==> src/rtl/apb_master_arb.sv <==
// Two-requester APB master: round-robin grant, registered IDLE/SETUP/ACCESS sequencing.
// Optional ACCESS timeout (16 stalled cycles -> error completion) under `APB_ARB_TIMEOUT_EN.
module apb_master_arb #(
  parameter int unsigned DW = 32,
  parameter int unsigned AW = 5
) (
  input  logic          pclk,
  input  logic          preset,
  input  logic          req0_valid,
  input  logic          req0_write,
  input  logic [AW-1:0] req0_addr,
  input  logic [DW-1:0] req0_wdata,
  output logic          req0_done,
  output logic [DW-1:0] req0_rdata,
  output logic          req0_err,
  input  logic          req1_valid,
  input  logic          req1_write,
  input  logic [AW-1:0] req1_addr,
  input  logic [DW-1:0] req1_wdata,
  output logic          req1_done,
  output logic [DW-1:0] req1_rdata,
  output logic          req1_err,
  output logic [AW-1:0] paddr,
  output logic          psel,
  output logic          penable,
  output logic          pwrite,
  output logic [DW-1:0] pwdata,
  input  logic [DW-1:0] prdata,
  input  logic          pready,
  input  logic          pslverr
);

  typedef enum logic [1:0] {StIdle, StSetup, StAccess} state_e;

  state_e        state_q;
  logic          psel_q, penable_q, pwrite_q;
  logic [AW-1:0] paddr_q;
  logic [DW-1:0] pwdata_q;
  logic          gnt_q;   // owner of the transfer in flight
  logic          last_q;  // requester granted most recently
  logic [1:0]    done_q, err_q;
  logic [DW-1:0] rdata0_q, rdata1_q;
`ifdef APB_ARB_TIMEOUT_EN
  logic [3:0]    tmo_q;
`endif

  logic [1:0]    elig;
  logic          pick;
  logic          finish;
  logic          fin_err;
  logic [DW-1:0] fin_rdata;

  // A requester completing this cycle must not be re-granted in the same cycle.
  always_comb begin
    elig = {req1_valid & ~done_q[1], req0_valid & ~done_q[0]};
    pick = (&elig) ? ~last_q : elig[1];
  end

  always_comb begin
    finish    = 1'b0;
    fin_err   = pslverr;
    fin_rdata = pwrite_q ? '0 : prdata;
    if (state_q == StAccess) begin
      if (pready) begin
        finish = 1'b1;
`ifdef APB_ARB_TIMEOUT_EN
      end else if (tmo_q == 4'hF) begin
        finish    = 1'b1;
        fin_err   = 1'b1;
        fin_rdata = '0;
`endif
      end
    end
  end

  always_ff @(posedge pclk or posedge preset) begin
    if (preset) begin
      state_q   <= StIdle;
      psel_q    <= 1'b0;
      penable_q <= 1'b0;
      pwrite_q  <= 1'b0;
      paddr_q   <= '0;
      pwdata_q  <= '0;
      gnt_q     <= 1'b0;
      last_q    <= 1'b1;
      done_q    <= '0;
      err_q     <= '0;
      rdata0_q  <= '0;
      rdata1_q  <= '0;
`ifdef APB_ARB_TIMEOUT_EN
      tmo_q     <= '0;
`endif
    end else begin
      done_q <= '0;
      err_q  <= '0;
      unique case (state_q)
        StIdle: begin
          if (|elig) begin
            gnt_q    <= pick;
            last_q   <= pick;
            pwrite_q <= pick ? req1_write : req0_write;
            paddr_q  <= pick ? req1_addr  : req0_addr;
            pwdata_q <= pick ? req1_wdata : req0_wdata;
            psel_q   <= 1'b1;
            state_q  <= StSetup;
          end
        end
        StSetup: begin
          penable_q <= 1'b1;
          state_q   <= StAccess;
`ifdef APB_ARB_TIMEOUT_EN
          tmo_q     <= '0;
`endif
        end
        StAccess: begin
          if (finish) begin
            psel_q        <= 1'b0;
            penable_q     <= 1'b0;
            state_q       <= StIdle;
            done_q[gnt_q] <= 1'b1;
            err_q[gnt_q]  <= fin_err;
            if (gnt_q) rdata1_q <= fin_rdata;
            else       rdata0_q <= fin_rdata;
          end
`ifdef APB_ARB_TIMEOUT_EN
          else begin
            tmo_q <= tmo_q + 4'd1;
          end
`endif
        end
        default: state_q <= StIdle;
      endcase
    end
  end

  assign psel       = psel_q;
  assign penable    = penable_q;
  assign pwrite     = pwrite_q;
  assign paddr      = paddr_q;
  assign pwdata     = pwdata_q;
  assign req0_done  = done_q[0];
  assign req1_done  = done_q[1];
  assign req0_err   = err_q[0];
  assign req1_err   = err_q[1];
  assign req0_rdata = rdata0_q;
  assign req1_rdata = rdata1_q;

endmodule

==> config.mk <==
export PLATFORM = sky130hd
export DESIGN_NAME = apb_master_arb
export DESIGN_NICKNAME = d
export VERILOG_FILES = /design/src/rtl/apb_master_arb.sv
export SDC_FILE = /design/constraint.sdc
export NUM_CORES = 1
export LEC_CHECK = 0
export ABC_AREA = 1
export CAP_MARGIN = 10
export CELL_PAD_IN_SITES_DETAIL_PLACEMENT = 0
export CELL_PAD_IN_SITES_GLOBAL_PLACEMENT = 1
export CORE_MARGIN = 2
export CORE_UTILIZATION = 31
export CTS_BUF_LIST = sky130_fd_sc_hd__clkbuf_8
export CTS_CLUSTER_DIAMETER = 150
export CTS_CLUSTER_SIZE = 12
export DETAILED_ROUTE_END_ITERATION = 10
export PLACE_DENSITY_LB_ADDON = 0.1
export SYNTH_ARGS = -nofsm -noshare
export SYNTH_HDL_FRONTEND = slang
export SYNTH_SLANG_ARGS = --single-unit
export TNS_END_PERCENT = 10
==> constraint.sdc <==
create_clock -name pclk -period 3.68 [get_ports pclk]
set_input_delay 0.368 -clock pclk [delete_from_list [all_inputs] [get_ports pclk]]
set_output_delay 0.368 -clock pclk [all_outputs]
set_load 0.005 [all_outputs]
==> results summary <==
The sequential cell area in the final layout is between 2000 and 3000 um2. The xor and xnor area share after synthesis is 0%. The flow ran to the end, and the final reports show no timing, DRC or antenna violations. The netlist area before placement is around 5300 um2. Global routing finished with a remaining overflow of 0. After Yosys synthesis, and, or, nand and nor cells account for ~33% of the synthesized area. The worst setup path is captured at a register. The count of filler cells inserted in the layout is roughly 1.6k. The most frequent cell on the critical path is sky130_fd_sc_hd__nand2_1. The estimated wirelength of the detail-placed design is 11200 um. Counting cells, the worst reg-to-reg path comes to 7. The routability-driven placement congestion ratio came out at approximately 0.84. For flop-to-flop paths, the worst setup slack is ~1.9 ns. The synthesized netlist contains 17 unique library cells.

In the layout the commonest cells are 319 x sky130_fd_sc_hd__nand2_1, 221 x sky130_fd_sc_hd__clkdlybuf4s50_1, 112 x sky130_fd_sc_hd__inv_1. The power per cell area is 669 nW/um2. The type of origin of the critical path is a register.

The number of global-route vias before repair came out at 4877. The share of cells above drive strength 1 came out at 3.95%. The multiplexer share of the synthesized area is 0%. Traced cell by cell, the critical path runs through nand3_1 > buf_4 > nand2_1 > buf_4 > nand2_1 > nand3_1 > nand2_1. The number of setup buffers added after CTS is 0. The pin count of the biggest net entering global routing came out at between 50 and 60. The TritonCTS clock tree is done. The die width is between 100 and 150 um. The largest individual stage delay along the critical path comes from the cell sky130_fd_sc_hd__dfstp_2.

The part of the cycle the worst path needs came out at around 48%. The aggregate negative setup slack is 0 ns. No sink is reached through more buffers than the 2 on the longest clock path. The max-slew violation total from the final report is 0. For this configuration, the core starts out at a cell density of 31.9%. The critical path is of the register to register type.

The die height is about 140 um. After synthesis, the largest family of logic cells by area is simple AND/OR/NAND/NOR gates. The number of port buffers came out at between 200 and 250.

The register area share after synthesis came out at 52.6%. The row count came out at 47. The arrival time of data at the critical path endpoint came out at 2.05 ns. The cell at the root of the clock tree is sky130_fd_sc_hd__clkbuf_8. The die covers ~18000 um2. The worst flop-to-flop path startpoint is last_q$_DFFE_PP1P_. The total of endpoints with negative setup slack in the final report came out at 0. The post-placement worst setup slack came out at between 1 and 1.5 ns. In the routed layout, each cell is associated on average with a via count of around 4.3. In this run the worst hold path is classified as input port to asynchronous set/reset pin. On the worst path, the slowest cell contributes a delay of 0.54 ns. The DRC violation total after the first TritonRoute iteration came out at around 200. The post-placement cell count is between 1k and 1.5k.

The number of top-level pins came out at around 220. In this run, synthesis produced a sequential element count of approximately 110. The maximum clock rate came out at between 0.5 and 0.6 GHz.

The repair_antennas step left the layout with diodes totalling 0. The compound-cell area share of the yosys netlist is 0.493%. The number of nets with antenna violations after routing came out at 0. The number of sinks on the clock net is 112. The worst flop-to-flop path endpoint is pwdata[15]$_DFFE_PP0P_. For this design the static power due to leakage is 4.15 nW.

The first global-routing pass estimated approximately 25000 um of wire. The number of clock buffers inserted by TritonCTS came out at 9. The number of hold violations in the final report came out at 0. The relative max-transition margin is about 49%. Buffers inserted to repair hold after CTS numbered 0. The final cell count without fillers is 1131. The average footprint of a synthesized cell is approximately 7.6 um2.

For this block, the routed nets add up to 15800 um of wire. The maximum fanout encountered on the critical timing path came out at 39. The latest clock arrival within the worst-skew pair is between 0.3 and 0.4 ns. The time the final worst path needs with I/O delays and setup is between 1.5 and 2 ns. The number of levels in the clock H-tree came out at 3.

The area of the core came out at between 15000 and 20000 um2. Global routing used around 18% of the available tracks. The number of nets produced by synthesis came out at 819. Leaving out fill and tap cells, the most frequent cell in the layout is sky130_fd_sc_hd__nand2_1. The total iterations of the first detailed-routing run is 4. The worst-case clock skew came out at ~0.011 ns. The final critical-path setup slack came out at around 1.9 ns. The adder-cell share of the synthesized area is 0%.

The max-capacitance violation count is 0. The number of remaining DRC errors is 0. The transition time at the pin with the least slew margin is roughly 0.76 ns. The number of antenna violations at the first check in global routing came out at 0. The clock-pin slew reported for the worst setup and hold paths after clock tree synthesis is 0.10 ns. The peak supply drop came out at 241 uV. Detailed routing inserted a total of ~4.8k vias. The count of synthesis-stage warnings from yosys is 0.

Counting every instance in the synthesized netlist gives just over 700. The multi-input combinational cells in the finished layout cover a total of around 1800 um2. The signed area change from the synthesized netlist to the final layout is 45.6%. Setup repair after global routing left no endpoint under its margin. The required time at the endpoint of the critical path is between 3 and 4 ns. The number of nets in the finished design came out at ~1.0k. The post-cts sizing count came out at 0. In the final routed layout, each cell accounts on average for around 14 um.
-- registers in the layout, summed over array words and instances (netlist names) --
register    flops
pwdata         32
state_q         2
err_q           2
done_q          2
paddr           5
pwrite          1
req1_rdata     32
psel            1
req0_rdata     32
last_q          1
penable         1
gnt_q           1
-- cell usage after synthesis --
| cell | n | area (um2) |
|---|---|---|
| sky130_fd_sc_hd__a21oi_4 | 1 | 16.3 |
| sky130_fd_sc_hd__inv_2 | 5 | 18.8 |
| sky130_fd_sc_hd__inv_1 | 113 | 424 |
| sky130_fd_sc_hd__dfrtp_1 | 111 | 2780 |
| sky130_fd_sc_hd__clkbuf_1 | 4 | 15.0 |
| sky130_fd_sc_hd__nand2_1 | 319 | 1200 |
| sky130_fd_sc_hd__nor2_2 | 2 | 12.5 |
| sky130_fd_sc_hd__nor2_1 | 33 | 124 |
| sky130_fd_sc_hd__dfstp_2 | 1 | 26.3 |
| sky130_fd_sc_hd__o21ai_0 | 2 | 10.0 |
| sky130_fd_sc_hd__buf_4 | 3 | 22.5 |
| sky130_fd_sc_hd__nor2_8 | 2 | 40.0 |
| sky130_fd_sc_hd__nand3_1 | 77 | 385 |
| sky130_fd_sc_hd__nand3_4 | 1 | 17.5 |
| sky130_fd_sc_hd__buf_2 | 15 | 75.1 |
| sky130_fd_sc_hd__buf_6 | 14 | 158 |
| sky130_fd_sc_hd__inv_4 | 2 | 12.5 |
-- worst max path at each step --
stage / to / slack [ns] / depth (start not counted) / startpoint
after global placement: req1_rdata[31]$_DFFE_PP0P_ / 1.50 / 6 / pready
final: pwdata[15]$_DFFE_PP0P_ / 1.90 / 7 / last_q$_DFFE_PP1P_
after global routing: req1_rdata[21]$_DFFE_PP0P_ / 1.72 / 6 / pready
after detailed placement: req1_rdata[16]$_DFFE_PP0P_ / 1.48 / 6 / pready
after floorplan: done_q[0]$_DFF_PP0_ / 0.35 / 1 / preset
after CTS: req1_rdata[21]$_DFFE_PP0P_ / 1.90 / 6 / pready
-- report_power, final --
group	internal, mW	switching (mW)
logic	1.29	1.16
registers	1.76	0.317
clock network	0.239	0.420
total	3.29	1.90
-- through the flow --
stage                     hold slack [ns]  cell area [um2]  util, %  power [mW]
after floorplan                     0.443             5330        -        3.17
after global placement              0.452             7600     45.5        4.56
after detailed placement            0.458             7600     45.5        4.61
after CTS                           0.483             7760     46.5        5.28
after global routing                0.496             7760     46.5        5.65
final                               0.462             7760     46.5        5.19
-- area by class of cell --
cell class                 count  area share, %
clock buffer                   9           1.60
clock inverter                 5          0.467
inverter                     120           5.90
multi-input combinational    437           23.2
sequential                   112           36.1
tap                          220           3.54
timing repair buffer         228           29.2
-- layer usage --
layer,routed length (um),part of all wire (%),track usage (%)
met1,6730,43,22.2
met2,7610,48,30.3
met3,1240,7.8,4.75
met4,212,1.3,5.84
met5,0,0,0
-- critical path, delay by kind of cell, from the launching register on --
family	cells	cell delay (ns)
buffers and inverters	2	0.64
DFF	1	0.54
and+or+nand+nor	5	0.46
-- cells by family (layout without fill, tap and decap cells) --
group | count (synthesis) | in the layout
AOI/OAI and AO/OA | 3 | 3
buffers and inverters | 156 | 362
DFF | 112 | 112
and+or+nand+nor | 434 | 434
No activity file was read; power rests on OpenSTA's default activity.
